File: src/rtl/toggle_event_decoder_if.sv
`default_nettype none
// ============================================================================
// Module   : toggle_event_decoder_if
// Purpose  : Toggle-event bus carrying the remote toggle level, consumer
//            controls and the decoded event outputs.
// Revision : 1.0  initial release
// ============================================================================
interface toggle_event_decoder_if #(
  parameter int CNT_WIDTH = 8
);
  logic                 toggle_in;
  logic                 clear;
  logic                 evt_ack;
  logic                 evt_pulse;
  logic                 evt_valid;
  logic                 evt_level;
  logic [CNT_WIDTH-1:0] evt_count;
  logic                 overrun;

  modport master (
    output toggle_in,
    output clear,
    output evt_ack,
    input  evt_pulse,
    input  evt_valid,
    input  evt_level,
    input  evt_count,
    input  overrun
  );

  modport slave (
    input  toggle_in,
    input  clear,
    input  evt_ack,
    output evt_pulse,
    output evt_valid,
    output evt_level,
    output evt_count,
    output overrun
  );
endinterface
`default_nettype wire

File: src/rtl/toggle_event_decoder.sv
`default_nettype none
// ============================================================================
// Module   : toggle_event_decoder
// Purpose  : Synchronises a remote toggle level, turns each level change into
//            a pulse, counts events and presents them through valid/ack.
// Revision : 1.0  initial release
// ============================================================================
module toggle_event_decoder #(
  parameter int SYNC_STAGES = 2,
  parameter int CNT_WIDTH   = 8
) (
  input  logic                  clk,
  input  logic                  reset,
  toggle_event_decoder_if.slave bus
);

  typedef enum logic [0:0] {
    IDLE    = 1'b0,
    PENDING = 1'b1
  } state_t;

  localparam logic [CNT_WIDTH-1:0] c_CNT_ONE = {{(CNT_WIDTH-1){1'b0}}, 1'b1};

  state_t                 r_state;
  state_t                 w_state_next;
  logic [SYNC_STAGES-1:0] r_sync;
  logic                   r_ref;
  logic                   r_pulse;
  logic                   r_level;
  logic                   r_overrun;
  logic [CNT_WIDTH-1:0]   r_count;
  logic                   w_sync_out;
  logic                   w_event;
  logic                   w_overrun_set;

  assign w_sync_out = r_sync[SYNC_STAGES-1];
  assign w_event    = w_sync_out ^ r_ref;

  // Shift register synchroniser; the oldest stage is the only one observed.
  always_ff @(posedge clk or posedge reset) begin
    if (reset) begin
      r_sync <= '0;
    end else begin
      r_sync <= {r_sync[SYNC_STAGES-2:0], bus.toggle_in};
    end
  end

  always_ff @(posedge clk or posedge reset) begin
    if (reset) begin
      r_state <= IDLE;
    end else begin
      r_state <= w_state_next;
    end
  end

  always_comb begin
    w_state_next  = r_state;
    w_overrun_set = 1'b0;
    if (bus.clear) begin
      w_state_next = w_event ? PENDING : IDLE;
    end else begin
      case (r_state)
        IDLE: begin
          if (w_event) begin
            w_state_next = PENDING;
          end
        end
        PENDING: begin
          if (w_event) begin
            w_state_next  = PENDING;
            w_overrun_set = ~bus.evt_ack;
          end else if (bus.evt_ack) begin
            w_state_next = IDLE;
          end
        end
        default: w_state_next = IDLE;
      endcase
    end
  end

  // clear never touches r_ref, so it cannot fabricate or swallow an event.
  always_ff @(posedge clk or posedge reset) begin
    if (reset) begin
      r_ref     <= 1'b0;
      r_pulse   <= 1'b0;
      r_level   <= 1'b0;
      r_count   <= '0;
      r_overrun <= 1'b0;
    end else begin
      r_pulse <= w_event;
      if (w_event) begin
        r_ref   <= w_sync_out;
        r_level <= w_sync_out;
      end
      if (bus.clear) begin
        r_count <= w_event ? c_CNT_ONE : '0;
      end else if (w_event) begin
        r_count <= r_count + c_CNT_ONE;
      end
      if (bus.clear) begin
        r_overrun <= 1'b0;
      end else if (w_overrun_set) begin
        r_overrun <= 1'b1;
      end
    end
  end

  assign bus.evt_pulse = r_pulse;
  assign bus.evt_valid = (r_state == PENDING);
  assign bus.evt_level = r_level;
  assign bus.evt_count = r_count;
  assign bus.overrun   = r_overrun;

endmodule
`default_nettype wire
File: src/flat_wrapper.sv
// flat-port wrapper written by rule: the top's interface ports become plain ports
module toggle_event_decoder_flat 
#(
  parameter int SYNC_STAGES = 2,
  parameter int CNT_WIDTH   = 8
)
  (clk, reset, bus_toggle_in, bus_clear, bus_evt_ack, bus_evt_pulse, bus_evt_valid, bus_evt_level, bus_evt_count, bus_overrun);
  toggle_event_decoder_if #(.CNT_WIDTH(CNT_WIDTH)) bus_i ();
  input  logic clk;
  input  logic reset;
  input wire logic [$bits(bus_i.toggle_in)-1:0] bus_toggle_in;
  input wire logic [$bits(bus_i.clear)-1:0] bus_clear;
  input wire logic [$bits(bus_i.evt_ack)-1:0] bus_evt_ack;
  output wire logic [$bits(bus_i.evt_pulse)-1:0] bus_evt_pulse;
  output wire logic [$bits(bus_i.evt_valid)-1:0] bus_evt_valid;
  output wire logic [$bits(bus_i.evt_level)-1:0] bus_evt_level;
  output wire logic [$bits(bus_i.evt_count)-1:0] bus_evt_count;
  output wire logic [$bits(bus_i.overrun)-1:0] bus_overrun;
  assign bus_i.toggle_in = bus_toggle_in;
  assign bus_i.clear = bus_clear;
  assign bus_i.evt_ack = bus_evt_ack;
  assign bus_evt_pulse = bus_i.evt_pulse;
  assign bus_evt_valid = bus_i.evt_valid;
  assign bus_evt_level = bus_i.evt_level;
  assign bus_evt_count = bus_i.evt_count;
  assign bus_overrun = bus_i.overrun;
  toggle_event_decoder #(.SYNC_STAGES(SYNC_STAGES), .CNT_WIDTH(CNT_WIDTH)) u_core (.clk(clk), .reset(reset), .bus(bus_i));
endmodule
File: config.mk
export PLATFORM = sky130hd
export DESIGN_NAME = toggle_event_decoder_flat
export DESIGN_NICKNAME = d
export VERILOG_FILES = /design/src/rtl/toggle_event_decoder_if.sv /design/src/rtl/toggle_event_decoder.sv /design/src/flat_wrapper.sv
export SDC_FILE = /design/constraint.sdc
export NUM_CORES = 1
export LEC_CHECK = 0
export ABC_AREA = 1
export CAP_MARGIN = 20
export CELL_PAD_IN_SITES_DETAIL_PLACEMENT = 1
export CELL_PAD_IN_SITES_GLOBAL_PLACEMENT = 2
export CORE_MARGIN = 2
export CORE_UTILIZATION = 26
export DETAILED_ROUTE_END_ITERATION = 8
export PLACE_DENSITY_LB_ADDON = 0.1
export SLEW_MARGIN = 15
export SYNTH_ARGS = -nofsm -noshare
export SYNTH_HDL_FRONTEND = slang
export SYNTH_SLANG_ARGS = --single-unit
File: constraint.sdc
create_clock -name clk -period 1.55 [get_ports clk]
set_clock_uncertainty 0.15 [all_clocks]
set_input_delay 0.2325 -clock clk [delete_from_list [all_inputs] [get_ports clk]]
set_output_delay 0.2325 -clock clk [all_outputs]
set_load 0.05 [all_outputs]
==> flow_summary_export.csv <==
group,metric,value,unit
clock_network,clkTransAtPathRegs,90,ps
run,drv_cap,0,
place,gp_congestion,0.7405,
clock_network,postCtsResizedCells,0,
worst_setup_path,end_kind,"register",
global_route,grt_usage,0.1264,
routing,vias,572,
clock_network,clk_path_buf_depth,2,
place,port_buffers,16,
clock_network,cts_htree_levels,1,
synthesis,syn_area_per_cell,8.289,sq um
synthesis,synth_top_area_frac,0.5283,
worst_setup_path,cp_slowest_stage_delay,480,ps
sta,min_period_over_period,0.8723,
sta,tightest_slew,238.7,ps
routing,drtIter0Drc,4,
floorplan,die-area,2970,sq um
worst_setup_path,reg2reg_from,"u_core.bus.evt_count[0]",
sta,finalMaxSlewViolations,0,
clock_network,cts_buffers,3,
worst_setup_path,reg2regPathDepth,4,
clock_network,cts_tree,"done",
worst_setup_path,cp_top_family,"flip-flops",
cells_and_area,syn_to_final_growth,53.96,%
status,status,"finished, final reports clean",
synthesis,synth-edff-count,0,
synthesis,seq_area_frac_synth,0.5283,
cells_and_area,antenna_cells,0,
global_route,grt_pass1_vias,577,
synthesis,synth_area_leaders,"dfrtp_1, nand2_1, inv_1",
routing,drc,0,
floorplan,start_util,0.2701,
sta,clock.fmax,739.6,MHz
synthesis,syn_nets,86,
routing,routedWlPerCell,11.18,um
sta,relSlewSlack,0.8409,
worst_hold_path,hold_class,"in -> async",
clock_network,root_buffer,"clkbuf_4",
routing,drt_wl_total,1454,um
synthesis,async_flop_share,1.000,
sta,fin_crit,1352,ps
global_route,grt_max_degree,15,
routing,drt-pass1-iter-count,4,
global_route,gr-total-overflow,0,
sta,hold_viol,0,
worst_setup_path,start_kind,"register",
synthesis,ys.flop_type,"dfrtp_1",
worst_setup_path,worstPathArrival,1380,ps
place,dp_hpwl,1145,um
routing,vias_per_cell,4.400,
clock_network,cts_sinks,14,
sta,setup_tns,0,ps
worst_setup_path,cp_slowest_cell,"dfrtp_1",
worst_setup_path,worstPathMaxFanout,5,
synthesis,post-synth-top-count-cell,"nand2_1",
worst_setup_path,regToRegEndpoint,"u_core.bus.evt_count[4]",
clock_network,clock_latency,280,ps
power_and_ir_drop,peakVddDrop,0.4641,mV
floorplan,die_y,54.50,um
routing,antenna_left,0,
global_route,grt_pass1_wl,2580,um
synthesis,yosysTopAreaCell,"dfrtp_1",
clock_network,cts_hold_buffers,0,
worst_setup_path,worstPathCellList,"ha_1 -> nand3_1 -> o21ai_0 -> nor2_1",
floorplan,core_area,2455,sq um
floorplan,io_pins,17,
worst_setup_path,path_class,"reg -> reg",
worst_setup_path,cp.required,1580,ps
synthesis,ys_top_cells_by_count,"nand2_1, dfrtp_1, inv_1, nor2_1",
floorplan,rows,18,
floorplan,die_x,54.50,um
worst_setup_path,crit_buf_inv,0,
global_route,antenna_found_initial,0,
cells_and_area,finalNetCount,107,
synthesis,synth_area,663.1,sq um
power_and_ir_drop,cellLeakagePower,0.4984,nW
power_and_ir_drop,power,854.8,uW
power_and_ir_drop,powerDensity,837.2,nW/um^2
clock_network,post-cts-setup-buffers,0,
worst_setup_path,r2r_slack,200,ps
sta,rsz0062_at_grt,"no",
cells_and_area,fin_util,0.4159,
synthesis,synth_seq_cells,14,
cells_and_area,fill_cells,285,
synthesis,netlist_instances,80,
cells_and_area,drive_gt1_frac,0.2500,
synthesis,ys_types,18,
sta,setup_viol,0,
synthesis,ys_warn_count,0,
-- cell families (layout without fill, tap and decap cells) --
group,Yosys count,in the layout,share of synthesized area
DFF,14,14,0.5283
and+or+nand+nor,45,45,0.3245
adders and majority gates,1,1,0.01886
buffers and inverters,13,33,0.07359
AOI/OAI and AO/OA,7,7,0.05472
-- stage by stage --
step                setup slack, ps  std cells  instance area (sq um)  hold slack [ps]
floorplan                     10.54         80                  663.1           -28.28
global placement              105.4        126                  984.7            186.4
detailed placement            71.96        126                  984.7            187.1
CTS                           184.2        130                   1021            89.37
global route                  63.12        130                   1021            106.7
finish                        198.0        130                   1021            91.46
-- cell type report --
class / instances / area, sq um / area share
Clock buffer: 4 / 36.28 / 0.03554
Sequential cell: 14 / 350.3 / 0.3431
Inverter: 12 / 45.04 / 0.04412
Multi-Input combinational cell: 53 / 264.0 / 0.2586
Tap cell: 30 / 37.54 / 0.03676
Timing Repair Buffer: 17 / 287.8 / 0.2819
-- placed cells by master, fill, tap and decap left out, drive strengths merged --
cell type,synthesis,layout
nor2,7,7
nand3b,1,1
buf,0,13
inv,12,12
a21oi,4,4
nor3,1,1
dfrtp,14,14
and3,1,1
o21ai,2,2
nand2,29,29
a31oi,1,1
nand3,4,4
clkdlybuf4s50,0,4
clkbuf,1,4
ha,1,1
nand4,2,2
-- worst max-delay path by stage --
stage	start	endpoint	slack, ps	cells after the start
floorplan	u_core.bus.evt_count[1]	u_core.bus.evt_count[4]	10	4
global placement	bus_clear	u_core.bus.evt_count[0]	110	6
detailed placement	bus_clear	u_core.bus.evt_count[0]	70	6
CTS	u_core.bus.evt_count[0]	u_core.bus.evt_count[4]	180	4
global route	u_core.r_ref	u_core.bus.evt_count[0]	60	7
finish	u_core.bus.evt_count[0]	u_core.bus.evt_count[4]	200	4
-- metal layers --
| metal | part of all wire | vias up | global-route usage |
|---|---|---|---|
| met5 | 0 | - | 0 |
| met4 | 0.032 | 0 | 0.07500 |
| met3 | 0.034 | 5 | 0.03552 |
| met2 | 0.45 | 12 | 0.1888 |
| met1 | 0.49 | 263 | 0.1613 |
| li1 | - | 292 | - |
-- flip-flops by register name (all words and copies together) (netlist names) --
signal	flops
u_core.bus.evt_pulse	1
u_core.bus.evt_count	8
u_core.r_sync	2
u_core.bus.overrun	1
u_core.bus.evt_valid	1
u_core.r_ref	1
-- power by group --
group	switching [mW]	internal [mW]	total, mW
clock network	0.122	0.143	0.265
logic	0.101	0.0813	0.182
registers	0.0245	0.382	0.407
-- tightest hold or removal path: cells and delay by family --
family	cells	cell delay (ps)
buffers and inverters	3	650
No activity file was read; power rests on OpenSTA's default activity.
